[config.mk]
export PLATFORM = sky130hd
export DESIGN_NAME = dmem_port_arbiter_flat
export DESIGN_NICKNAME = d
export VERILOG_FILES = /design/src/rtl/dmem_port_arbiter_if.sv /design/src/rtl/dmem_port_arbiter.sv /design/src/flat_wrapper.sv
export SDC_FILE = /design/constraint.sdc
export NUM_CORES = 1
export LEC_CHECK = 0
export CORE_UTILIZATION = 28
export CTS_CLUSTER_SIZE = 40
export DETAILED_ROUTE_END_ITERATION = 12
export MAX_ROUTING_LAYER = met4
export PLACE_DENSITY_LB_ADDON = 0.3
export SYNTH_ARGS = -nofsm -noshare
export SYNTH_HDL_FRONTEND = slang
export SYNTH_SLANG_ARGS = --single-unit
export TNS_END_PERCENT = 1
[constraint.sdc]
create_clock -name clk -period 1.9 [get_ports clk]
set_clock_uncertainty 0.05 [all_clocks]
set_input_delay 0.19 -clock clk [delete_from_list [all_inputs] [get_ports clk]]
set_output_delay 0.19 -clock clk [all_outputs]
set_load 0.1 [all_outputs]
[src/rtl/dmem_port_arbiter_if.sv]
// DMEM port-A sharing bus: CPU pipeline side, external master side and
// the block-RAM port itself, bundled for the arbiter.
interface dmem_port_arbiter_if #(
  parameter int ADDR_W = 12
);
  // CPU (X stage)
  logic              cpu_en;
  logic [3:0]        cpu_we;
  logic [ADDR_W-1:0] cpu_addr;
  logic [31:0]       cpu_wdata;
  logic              cpu_stall;
  logic [31:0]       cpu_rdata;

  // external master
  logic              ext_req;
  logic [3:0]        ext_we;
  logic [ADDR_W-1:0] ext_addr;
  logic [31:0]       ext_wdata;
  logic              ext_gnt;
  logic              ext_rvalid;
  logic [31:0]       ext_rdata;

  // block-RAM port A
  logic [ADDR_W-1:0] ram_addr;
  logic [3:0]        ram_we;
  logic [31:0]       ram_din;
  logic [31:0]       ram_dout;

  // arbiter side
  modport slave (
    input  cpu_en, cpu_we, cpu_addr, cpu_wdata,
    input  ext_req, ext_we, ext_addr, ext_wdata,
    input  ram_dout,
    output cpu_stall, cpu_rdata,
    output ext_gnt, ext_rvalid, ext_rdata,
    output ram_addr, ram_we, ram_din
  );

  // requester / RAM side
  modport master (
    output cpu_en, cpu_we, cpu_addr, cpu_wdata,
    output ext_req, ext_we, ext_addr, ext_wdata,
    output ram_dout,
    input  cpu_stall, cpu_rdata,
    input  ext_gnt, ext_rvalid, ext_rdata,
    input  ram_addr, ram_we, ram_din
  );
endinterface

[src/rtl/dmem_port_arbiter.sv]
// Shares DMEM port A between the CPU (default priority) and one external
// master. An external request denied MAX_WAIT consecutive cycles is forced
// through and stalls the CPU for that single cycle. Read data ownership is
// tracked across the 1-cycle RAM latency, and the last CPU load value is
// held so the CPU sees stable data through stall / ext-owned cycles.
module dmem_port_arbiter #(
  parameter int ADDR_W   = 12,
  parameter int MAX_WAIT = 8
) (
  input logic                clk,
  input logic                rst,
  dmem_port_arbiter_if.slave bus
);

  localparam logic [7:0] MAX_WAIT_C = 8'(MAX_WAIT);

  logic [7:0]  wait_cnt_q, wait_cnt_d;
  logic        cpu_rd_q, cpu_rd_d;
  logic        ext_rd_q, ext_rd_d;
  logic [31:0] hold_q, hold_d;

  logic        force_grant;
  logic        ext_gnt;
  logic        cpu_stall;
  logic        cpu_acc;

  // Grant decision; everything that can touch the RAM is gated off in reset
  always_comb begin
    force_grant = bus.ext_req & (wait_cnt_q == MAX_WAIT_C);
    ext_gnt     = rst & bus.ext_req & (~bus.cpu_en | force_grant);
    cpu_stall   = rst & bus.cpu_en & force_grant;
    cpu_acc     = rst & bus.cpu_en & ~cpu_stall;
  end

  // Port-A mux: ext fields when granted, otherwise the CPU's (write only if enabled)
  always_comb begin
    bus.ram_addr = bus.cpu_addr;
    bus.ram_din  = bus.cpu_wdata;
    bus.ram_we   = 4'b0000;
    if (ext_gnt) begin
      bus.ram_addr = bus.ext_addr;
      bus.ram_din  = bus.ext_wdata;
      bus.ram_we   = bus.ext_we;
    end else if (cpu_acc) begin
      bus.ram_we   = bus.cpu_we;
    end
  end

  // Next-state: starvation counter, read ownership, CPU load hold register
  always_comb begin
    wait_cnt_d = 8'd0;
    if (bus.ext_req && !ext_gnt) begin
      wait_cnt_d = (wait_cnt_q >= MAX_WAIT_C) ? MAX_WAIT_C : wait_cnt_q + 8'd1;
    end
    cpu_rd_d = cpu_acc & (bus.cpu_we == 4'b0000);
    ext_rd_d = ext_gnt & (bus.ext_we == 4'b0000);
    hold_d   = cpu_rd_q ? bus.ram_dout : hold_q;
  end

  // State registers with synchronous active-low reset
  always_ff @(posedge clk) begin
    if (!rst) begin
      wait_cnt_q <= 8'd0;
      cpu_rd_q   <= 1'b0;
      ext_rd_q   <= 1'b0;
      hold_q     <= 32'd0;
    end else begin
      wait_cnt_q <= wait_cnt_d;
      cpu_rd_q   <= cpu_rd_d;
      ext_rd_q   <= ext_rd_d;
      hold_q     <= hold_d;
    end
  end

  // Response routing: RAM data goes to whoever owned last cycle's read
  always_comb begin
    bus.cpu_stall  = cpu_stall;
    bus.ext_gnt    = ext_gnt;
    bus.ext_rvalid = ext_rd_q;
    bus.ext_rdata  = bus.ram_dout;
    bus.cpu_rdata  = cpu_rd_q ? bus.ram_dout : hold_q;
  end

endmodule

[src/flat_wrapper.sv]
// flat-port wrapper written by rule: the top's interface ports become plain ports
module dmem_port_arbiter_flat 
#(
  parameter int ADDR_W   = 12,
  parameter int MAX_WAIT = 8
)
  (clk, rst, bus_cpu_en, bus_cpu_we, bus_cpu_addr, bus_cpu_wdata, bus_ext_req, bus_ext_we, bus_ext_addr, bus_ext_wdata, bus_ram_dout, bus_cpu_stall, bus_cpu_rdata, bus_ext_gnt, bus_ext_rvalid, bus_ext_rdata, bus_ram_addr, bus_ram_we, bus_ram_din);
  dmem_port_arbiter_if #(.ADDR_W(ADDR_W)) bus_i ();
  input logic clk;
  input logic rst;
  input wire logic [$bits(bus_i.cpu_en)-1:0] bus_cpu_en;
  input wire logic [$bits(bus_i.cpu_we)-1:0] bus_cpu_we;
  input wire logic [$bits(bus_i.cpu_addr)-1:0] bus_cpu_addr;
  input wire logic [$bits(bus_i.cpu_wdata)-1:0] bus_cpu_wdata;
  input wire logic [$bits(bus_i.ext_req)-1:0] bus_ext_req;
  input wire logic [$bits(bus_i.ext_we)-1:0] bus_ext_we;
  input wire logic [$bits(bus_i.ext_addr)-1:0] bus_ext_addr;
  input wire logic [$bits(bus_i.ext_wdata)-1:0] bus_ext_wdata;
  input wire logic [$bits(bus_i.ram_dout)-1:0] bus_ram_dout;
  output wire logic [$bits(bus_i.cpu_stall)-1:0] bus_cpu_stall;
  output wire logic [$bits(bus_i.cpu_rdata)-1:0] bus_cpu_rdata;
  output wire logic [$bits(bus_i.ext_gnt)-1:0] bus_ext_gnt;
  output wire logic [$bits(bus_i.ext_rvalid)-1:0] bus_ext_rvalid;
  output wire logic [$bits(bus_i.ext_rdata)-1:0] bus_ext_rdata;
  output wire logic [$bits(bus_i.ram_addr)-1:0] bus_ram_addr;
  output wire logic [$bits(bus_i.ram_we)-1:0] bus_ram_we;
  output wire logic [$bits(bus_i.ram_din)-1:0] bus_ram_din;
  assign bus_i.cpu_en = bus_cpu_en;
  assign bus_i.cpu_we = bus_cpu_we;
  assign bus_i.cpu_addr = bus_cpu_addr;
  assign bus_i.cpu_wdata = bus_cpu_wdata;
  assign bus_i.ext_req = bus_ext_req;
  assign bus_i.ext_we = bus_ext_we;
  assign bus_i.ext_addr = bus_ext_addr;
  assign bus_i.ext_wdata = bus_ext_wdata;
  assign bus_i.ram_dout = bus_ram_dout;
  assign bus_cpu_stall = bus_i.cpu_stall;
  assign bus_cpu_rdata = bus_i.cpu_rdata;
  assign bus_ext_gnt = bus_i.ext_gnt;
  assign bus_ext_rvalid = bus_i.ext_rvalid;
  assign bus_ext_rdata = bus_i.ext_rdata;
  assign bus_ram_addr = bus_i.ram_addr;
  assign bus_ram_we = bus_i.ram_we;
  assign bus_ram_din = bus_i.ram_din;
  dmem_port_arbiter #(.ADDR_W(ADDR_W), .MAX_WAIT(MAX_WAIT)) u_core (.clk(clk), .rst(rst), .bus(bus_i));
endmodule
==> reports/results.txt, run 1 <==
top-count cell post-synth: dfxtp_1
origin of the critical flop-to-flop path: u_core.wait_cnt_q[1]
total of buffers placed on input and output ports: 246
series of cell instances along the critical path: inv_2, ha_4, and4b_1, a21bo_4, nand2_8, clkbuf_16, mux2_4, buf_12
Final ANT Viol Nets: 0
status: finished with violations
critical path arrival: 2.05 ns
All-Layer GR Usage: 19.11%
Total Routed Length: 9.696 mm
max cap viols: 0
number of cells on the worst reg-to-reg path: 8
clock root cell: clkbuf_8
top-area cell type share of the netlist area: 31.55%
Sinks on Clock Net: 42
hold slack: 0.4719 ns
required arrival time at the worst endpoint: 1.66 ns
kind of start point of the critical path: register
number of rows created at floorplan: 35
antenna diode count: 0
die span in y: 99.56 um
count of final max-slew check failures: 0
placed wire-length estimate after detailed placement: 8.265 mm
Area Growth Syn to Fin: 143.3%
startpoint of the lowest-slack hold path: u_core.wait_cnt_q[0]
final setup violating endpoints: 49
capturing point of the worst reg2reg path: u_core.bus.ext_rvalid
library cell contributing the largest single delay on the critical path: dfxtp_2
CP startpoint: u_core.wait_cnt_q[1]
power per cell area: 531.2 nW/um2
FF/Latch Area: 843.3 um2
maximum number of pins on one net before global-route repair: 40
Hold Crit Class: register to register
failing checks: negative setup slack
upper clock frequency limit: 0.4358 GHz
Post-Place Worst Slack: -0.2870 ns
RSZ-0062 raised after global routing: true
CP max stage delay: 0.34 ns
Post-synth top flop: dfxtp_1
number of standard cells in the final layout excluding fillers: 598
vias per inst: 4.237
global-route wire length before repair: 14.24 mm
clock period minus worst slack: 2.295 ns
sum of buffers and inverters on the critical path: 3
post-synthesis register bit count: 42
placed cells: 584
Die Outline Area: 9912 um2
count of cells along the worst hold path: 2
standby leakage power: 2.881 nW
top cells by instance count after synthesis: 42 x dfxtp_1, 38 x mux2_4, 34 x and2_1
worst hold endpoint: u_core.wait_cnt_q[0]
area of the placeable core: 9240 um2
die width: 99.56 um
IO Count: 247
Seq/Total Area, Yosys: 31.55%
maximum fanout count along the critical path: 8
clock input transition at the sequential cells of the worst setup and hold paths: 0.08 ns
number of global-route vias before repair: 2,652
Warnings, synthesis: 0
gate family responsible for the most delay along the worst path: buffers and inverters
combined area of the multi-input logic cells: 1511 um2
Initial Util: 28.84%
overall via count from detail_route: 2,534
TritonCTS Buffers: 5
overall overflow remaining after global route: 0
Fin. Hold Viols: 0
deepest clock path buffer count: 2
maximum vdd ir drop: 0.4118 mV
FFs w/ async S/R, synth: 0%
number of DRC violations after detailed-routing iteration 0: 18
number of antenna violations at the first check in global routing: 0
number of synthesized flops with an enable pin: 0
slack of the critical path: -0.3948 ns
critical path endpoint category: output port
net total in the final layout: 602
Post-route DRC: 0
CP Class: register to output port
proportion of layout cells with a drive suffix above 1: 48.19%
H-tree depth: 2
layout filler cell count: 650
minimum setup slack among reg-to-reg paths: 0.33 ns
Mean Syn Cell Area: 11.24 um2
cell area after technology mapping: 2665 um2
most area-consuming cells after synthesis: dfxtp_1 32%, mux2_4 21%, mux2_2 13%
first drt pass iteration count: 4
distinct cell type count after synthesis: 30
area leader, netlist: dfxtp_1
final routed wire length divided by cell count: 16.21 um
final core occ: 70.18%
cell count after synthesis: 237
source-to-sink clock delay at the later pin of the worst-skew pair: 0.28 ns
CTS tree: built
part of the cycle the worst path needs: 120.8%
total power after layout: 3.445 mW
final RePlAce weighted congestion: 0.7428
flip-flops by register name, indices dropped and copies added (netlist names):
register / flops
u_core.hold_q: 32
u_core.cpu_rd_q: 1
u_core.wait_cnt_q: 8
u_core.bus.ext_rvalid: 1
routing by layer:
layer,part of all wire [%],vias to the layer above,track usage [%]
met5,0,-,-
met4,1.7,0,4.751
met3,6.4,14,3.935
met2,57,109,37.34
met1,35,1188,19.19
li1,-,1223,-
where the power goes:
group	internal (mW)	switching (mW)
logic	0.833	1.13
registers	0.890	0.00527
clock network	0.292	0.297
final cells by class:
type                            instances  area share [%]
Multi-Input combinational cell        148           23.31
Sequential cell                        42           13.00
Clock buffer                            6           1.273
Timing Repair Buffer                  267           59.50
Clock inverter                          2          0.1929
Inverter                                4          0.2315
Tap cell                              129           2.489
worst min-delay path, delay by kind of cell, from the launching register on:
family	cells	cell delay, ns
and+or+nand+nor	1	0.04
DFF	1	0.34
buffers and inverters	1	0.11
placed cells by master (no fill, tap or decap), types with 2 or more instances in the layout:
master	count
clkdlybuf4s50_1	131
buf_4	13
nand3_1	4
and3_1	2
inv_2	3
mux2_1	8
and2_1	34
clkbuf_8	6
o21ai_2	4
nor2_1	4
mux2_2	24
conb_1	4
dfxtp_1	40
dfxtp_2	2
buf_6	2
mux2_4	44
buf_12	120
nand2_1	6
worst max path at each step:
stage / end / slack [ns] / cells after the start
after floorplan: bus_ram_we[0] / -0.29 / 6
after global placement: bus_ram_din[31] / -0.25 / 7
after detailed placement: bus_ram_addr[0] / -0.29 / 7
after CTS: bus_ram_din[23] / -0.46 / 9
after global routing: bus_ram_din[9] / -0.47 / 8
final: bus_ram_din[4] / -0.39 / 8
cells by family after synthesis:
family                   after synthesis  synth area share, %
other                                  1               0.1407
flip-flops                            42                31.55
XOR/XNOR                               1               0.3287
AND/OR/NAND/NOR                       58                13.66
multiplexers                          76                37.46
AO/OA/AOI/OAI                          7                1.549
buffers and inverters                 50                14.37
adder cells (fa/ha/maj)                2               0.9388
metrics by stage:
stage               TNS, ns  cell area (um2)
floorplan            -8.065             2694
global route         -20.53             6485
detailed placement   -11.55             6251
CTS                  -19.06             6486
finish               -16.96             6485
global placement     -9.779             6251
timing repair:
action | in CTS | in global routing
pin swaps | 4 | 3
endpoints found under the setup margin | 49 | 49
buffers inserted | 3 | 2
hold buffers | 0 | 0
cloned | 2 | 1
gates resized for setup | 15 | 4
Power figures use the tool's default switching activity.
==> run 2: changes to the inputs <==
PLACE_DENSITY = 0.78   (was default)
PLACE_DENSITY_LB_ADDON = default   (was 0.3)
==> run 2 against run 1 <==
  * The run still ends with negative setup slack left
  * Combinational power is essentially flat
  * Via count grew 0.99%
  * Fmax shrank 2.1%
  * Core utilization increased by 0.60 points
  * Die area is the same
  * Worst hold slack better by 0.012 ns
  * Sequential cell count unchanged
  * First-iteration DRC count is 130% higher
  * Register-to-register slack better by 0.07 ns
  * Critical path depth up 1
  * Global-route usage increased by 0.90 points
==> reports/results.txt, run 2 (synthesis results as in run 1) <==
upper clock frequency limit: 0.4267 GHz (-2.1%)
critical path endpoint category: output port
TritonCTS Buffers: 5 (unchanged)
maximum number of pins on one net before global-route repair: 40 (unchanged)
Hold Crit Class: register to register
overall overflow remaining after global route: 0 (unchanged)
Sinks on Clock Net: 42 (unchanged)
Initial Util: 28.84% (unchanged)
source-to-sink clock delay at the later pin of the worst-skew pair: 0.28 ns (about the same)
largest reg by FF count: u_core.hold_q
Post-route DRC: 0 (unchanged)
Die Outline Area: 9912 um2 (unchanged)
total power after layout: 3.412 mW (-0.96%)
largest registers ranked by flip-flop count: u_core.hold_q x32, u_core.wait_cnt_q x8
total of buffers placed on input and output ports: 246 (unchanged)
first drt pass iteration count: 4 (unchanged)
kind of start point of the critical path: register
number of antenna violations at the first check in global routing: 0 (unchanged)
overall via count from detail_route: 2,559 (+0.99%)
net total in the final layout: 603 (+0.17%)
instance area after placement: 6231 um2 (-0.32%)
global-route wire length before repair: 14.64 mm (+2.8%)
IO Count: 247 (unchanged)
CTS tree: built
RSZ-0062 raised after global routing: true
Total Routed Length: 10.22 mm (+5.4%)
commonest cells after routing, fill and taps aside: 131 x clkdlybuf4s50_1, 119 x buf_12, 44 x mux2_4, 39 x dfxtp_1, 34 x and2_1
antenna diode count: 0 (unchanged)
clock root cell: clkbuf_8
clock input transition at the sequential cells of the worst setup and hold paths: 0.08 ns (about the same)
die span in y: 99.56 um (unchanged)
fin area: 6540 um2 (+0.85%)
CP Class: register to output port
standby leakage power: 2.900 nW (+0.66%)
failing checks: negative setup slack
All-Layer GR Usage: 20.01% (+0.90 points)
critical path arrival: 2.10 ns (+0.05 ns)
area of the placeable core: 9240 um2 (unchanged)
part of the cycle the worst path needs: 123.4% (+2.6 points)
power per cell area: 521.7 nW/um2 (-1.8%)
status: finished with violations
H-tree depth: 2 (unchanged)
Area Growth Syn to Fin: 145.4%
slack of the critical path: -0.4438 ns (-0.04897 ns)
Final ANT Viol Nets: 0 (unchanged)
deepest clock path buffer count: 2 (unchanged)
number of buffers inserted for hold repair after clock tree synthesis: 0 (unchanged)
number of rows created at floorplan: 35 (unchanged)
maximum vdd ir drop: 0.3647 mV (-11%)
most common cell after layout, fill and taps aside: clkdlybuf4s50_1
number of global-route vias before repair: 2,634 (-0.68%)
proportion of layout cells with a drive suffix above 1: 48.19% (unchanged)
vias per inst: 4.279 (+0.99%)
count of final max-slew check failures: 0 (unchanged)
Fin. Hold Viols: 0 (unchanged)
die width: 99.56 um (unchanged)
final RePlAce weighted congestion: 0.8063 (+8.5%)
max cap viols: 0 (unchanged)
maximum fanout count along the critical path: 5 (-3)
final core occ: 70.78% (+0.60 points)
number of DRC violations after detailed-routing iteration 0: 42 (+24)
final routed wire length divided by cell count: 17.10 um (+5.4%)
required arrival time at the worst endpoint: 1.66 ns (about the same)
flip-flop count of the largest register after layout: 32 (unchanged)
clock period minus worst slack: 2.344 ns (+0.04897 ns)
final setup violating endpoints: 49 (unchanged)
placed wire-length estimate after detailed placement: 8.550 mm (+3.4%)
## run 2: cell types whose count changed in the layout (fill, tap and decap cells not counted), sizes merged
cell	change
buf	+1
clkinv	-1
## run 2: area by class of cell
class	count	area, um2
fillers	626	2700
clock inverters	1	7.507
multi-input cells	148	1510
well taps	129	161.4
repair buffers	268	3929
clock buffers	6	72.57
flip-flops and latches	42	844.6
inverters	4	15.01
## run 2: per-stage QoR
step           hold WS, ns  instances  setup slack [ns]  TNS, ns
2_1_floorplan       0.2859        240           -0.2903   -8.065
3_3_place_gp        0.4537        583           -0.2483   -9.549
3_5_place_dp        0.4947        583           -0.2700   -10.45
4_1_cts             0.4899        597           -0.4787   -20.51
5_1_grt             0.5053        598           -0.5215   -23.25
6_report            0.4837        598           -0.4438   -19.10
## run 2: critical path, stage by stage (launching register included)
cell       delay (ns)
dfxtp_2          0.34
inv_2            0.04
ha_4             0.15
and4b_1          0.19
a21bo_2          0.24
nand2_8          0.09
buf_6            0.13
clkbuf_16        0.15
mux2_4           0.31
buf_12           0.17
## run 2: path summary, 6_finish.rpt
| kind | cells past startpoint | to | slack [ns] | startpoint |
|---|---|---|---|---|
| setup / recovery | 9 | bus_ram_din[16] | -0.44 | u_core.wait_cnt_q[0] |
| hold reg to reg | 2 | u_core.wait_cnt_q[0] | 0.48 | u_core.wait_cnt_q[0] |
| hold / removal | 2 | u_core.wait_cnt_q[0] | 0.48 | u_core.wait_cnt_q[0] |
| setup reg to reg | 6 | u_core.bus.ext_rvalid | 0.40 | u_core.wait_cnt_q[7] |
## run 2: layer usage
metal | GRT usage, % | up-vias | routed length [um] | part of all wire [%]
met5 | - | - | 0 | 0
met4 | 3.054 | 0 | 83 | 0.81
met3 | 4.216 | 11 | 647 | 6.3
met2 | 36.81 | 107 | 5567 | 54
met1 | 22.60 | 1202 | 3926 | 38
li1 | - | 1239 | - | -
## run 2: what timing repair did
item / CTS / global route
cloned: 3 / 1
pin swaps: 3 / 1
endpoints found under the setup margin: 49 / 50
setup buffers: 4 / 0
gates resized for setup: 16 / 9
## run 2: power breakdown
part	switching (mW)	leakage, nW	internal, mW	total (mW)
sequential	0.00549	0.341	0.890	0.896
clock	0.282	0.0373	0.252	0.533
combinational	1.14	2.52	0.845	1.98
==> run 3: changes to the inputs <==
CORE_AREA = 2 2 95 97   (was default)
CORE_UTILIZATION = default   (was 28)
DIE_AREA = 0 0 97 99   (was default)
PLACE_DENSITY = 0.82   (was 0.78)
clock period = 2.9 ns   (was 1.9 ns; I/O delays follow)
==> run 3 against run 2 <==
  * Combinational power shrank 40%
  * Critical path depth shrank 1
  * The flow now finishes without violations
  * Sequential power fell by 34%
  * Cell area decreased by 11%
  * Total power fell by 34%
  * Via count fell by 3.4%
  * Largest cell class unchanged
  * Count of clock-buffer cells in the layout unchanged
  * Critical endpoint is now bus_ram_din[3]
  * Worst hold slack worse by 0.063 ns
==> reports/results.txt, run 3 (synthesis results as in run 1) <==
status: complete, no violations
instance area after placement: 5687 um2 (-8.7%)
Die Outline Area: 9603 um2 (-3.1%)
standby leakage power: 2.590 nW (-11%)
part of the cycle the worst path needs: 93.94%
CP Class: register to output port
largest registers ranked by flip-flop count: u_core.hold_q x32, u_core.wait_cnt_q x8
clock root cell: clkbuf_8
Sinks on Clock Net: 42 (unchanged)
flip-flop count of the largest register after layout: 32 (unchanged)
layout filler cell count: 650 (+3.8%)
number of rows created at floorplan: 34 (-2.9%)
Fin. Hold Viols: 0 (unchanged)
final setup violating endpoints: 0 (-100%)
IO Count: 247 (unchanged)
proportion of layout cells with a drive suffix above 1: 43.81% (-4.4 points)
All-Layer GR Usage: 19.24% (-0.77 points)
net total in the final layout: 586 (-2.8%)
die span in y: 99 um (-0.56%)
most common cell after layout, fill and taps aside: clkdlybuf4s50_1
fin area: 5811 um2 (-11%)
H-tree depth: 2 (unchanged)
overall via count from detail_route: 2,473 (-3.4%)
number of buffers inserted for hold repair after clock tree synthesis: 0 (unchanged)
final routed wire length divided by cell count: 17.44 um (+2.0%)
library cell contributing the largest single delay on the critical path: dfxtp_1
power per cell area: 384.7 nW/um2 (-26%)
vias per inst: 4.416 (+3.2%)
Final ANT Viol Nets: 0 (unchanged)
number of cells on the worst reg-to-reg path: 7 (+1)
RSZ-0062 raised after global routing: false
number of antenna violations at the first check in global routing: 0 (unchanged)
Post-route DRC: 0 (unchanged)
maximum number of pins on one net before global-route repair: 40 (unchanged)
PostCTS Resize Cnt: 0 (-16)
maximum vdd ir drop: 0.2665 mV (-27%)
series of cell instances along the critical path: inv_1, ha_1, and4b_1, a21bo_2, nand2_8, buf_12, mux2_4, buf_12
Clk network pwr share: 20.7% (+5.1 points)
power spent charging and discharging nets: 911.7 uW (-36%)
Hold Crit Class: register to register
overall overflow remaining after global route: 0 (unchanged)
count of final max-slew check failures: 0 (unchanged)
clock input transition at the sequential cells of the worst setup and hold paths: 0.08 ns (about the same)
maximum fanout count along the critical path: 17 (+12)
part of the total power dissipated in sequential elements: 26.2% (about the same)
kind of start point of the critical path: register
commonest cells after routing, fill and taps aside: 131 x clkdlybuf4s50_1, 83 x buf_12, 42 x dfxtp_1, 38 x mux2_4, 36 x buf_4
Area Growth Syn to Fin: 118.0%
slack of the critical path: 0.1758 ns (+0.6196 ns)
share of power burned in combinational logic: 53.1% (-5.0 points)
source-to-sink clock delay at the later pin of the worst-skew pair: 0.28 ns (about the same)
placed wire-length estimate after detailed placement: 8.437 mm (-1.3%)
Initial Util: 31.17% (+2.3 points)
deepest clock path buffer count: 2 (unchanged)
clock period minus worst slack: 2.724 ns
critical path endpoint category: output port
FF/Latch Area: 840.8 um2 (-0.44%)
die width: 97 um (-2.6%)
number of global-route vias before repair: 2,493 (-5.4%)
cell internal power dissipation: 1.324 mW (-33%)
CTS tree: built
Total Routed Length: 9.767 mm (-4.5%)
switching part of the total: 40.78% (-0.97 points)
area of the placeable core: 8551 um2 (-7.5%)
Total Neg Setup Slack: 0 ns (+19.10 ns)
critical path arrival: 2.38 ns (+0.28 ns)
largest reg by FF count: u_core.hold_q
antenna diode count: 0 (unchanged)
CP max stage delay: 0.38 ns (+0.04 ns)
TritonCTS Buffers: 5 (unchanged)
upper clock frequency limit: 0.3671 GHz
cell occurring most often along the worst timing path: buf_12
first drt pass iteration count: 5 (+1)
global-route wire length before repair: 14.20 mm (-3.0%)
required arrival time at the worst endpoint: 2.56 ns (+0.90 ns)
max cap viols: 0 (unchanged)
count of cells along the worst hold path: 1 (-1)
Post-Place Worst Slack: 0.2142 ns (+0.4842 ns)
number of DRC violations after detailed-routing iteration 0: 61 (+45%)
combined area of the multi-input logic cells: 1464 um2 (-3.1%)
Post-CTS Repair Setup Buffers: 0 (-4)
total of buffers placed on input and output ports: 246 (unchanged)
final RePlAce weighted congestion: 0.9096 (+13%)
[run 3: layer usage]
metal / track usage [%] / up-vias / part of all wire (%)
li1: - / 1201 / -
met1: 21.08 / 1133 / 36
met2: 35.74 / 127 / 55
met3: 5.035 / 12 / 7.6
met4: 2.925 / 0 / 1.7
met5: - / - / 0
[run 3: through the flow]
step	hold WS [ns]	util, %	total power, mW	instances
floorplan	0.3795	-	1.338	240
global placement	0.3871	66.51	1.777	552
detailed placement	0.4037	66.51	1.788	552
CTS	0.4248	67.82	2.253	559
global route	0.4493	67.95	2.302	560
finish	0.4207	67.95	2.235	560
[run 3: worst max-delay path, delay by kind of cell (launching register included)]
family	cells	cell delay, ns
muxes	1	0.34
adders and majority gates	1	0.20
AOI/OAI and AO/OA	1	0.33
DFF	1	0.38
and+or+nand+nor	2	0.40
buffers and inverters	3	0.43
[run 3: final timing paths]
check	from	end	slack, ns
max	u_core.wait_cnt_q[0]	bus_ram_din[3]	0.18
min	u_core.wait_cnt_q[0]	u_core.wait_cnt_q[0]	0.42
max reg2reg	u_core.wait_cnt_q[0]	u_core.bus.ext_rvalid	1.10
min reg2reg	u_core.wait_cnt_q[0]	u_core.wait_cnt_q[0]	0.42
[run 3: power by group through the flow]
| stage | clock network (mW) | registers (mW) | logic, mW |
|---|---|---|---|
| 2_1_floorplan | 0 | 0.600 | 0.738 |
| 3_3_place_gp | 0 | 0.600 | 1.18 |
| 3_5_place_dp | 0 | 0.601 | 1.19 |
| 4_1_cts | 0.477 | 0.587 | 1.19 |
| 5_1_grt | 0.502 | 0.588 | 1.21 |
| 6_report | 0.462 | 0.587 | 1.19 |
[run 3: final cells by class]
| type | instances | share of cell area, % |
|---|---|---|
| clock buffer | 6 | 1.421 |
| tap | 108 | 2.326 |
| sequential | 42 | 14.47 |
| timing repair buffer | 250 | 55.81 |
| clock inverter | 1 | 0.5168 |
| inverter | 4 | 0.2584 |
| multi-input combinational | 149 | 25.19 |
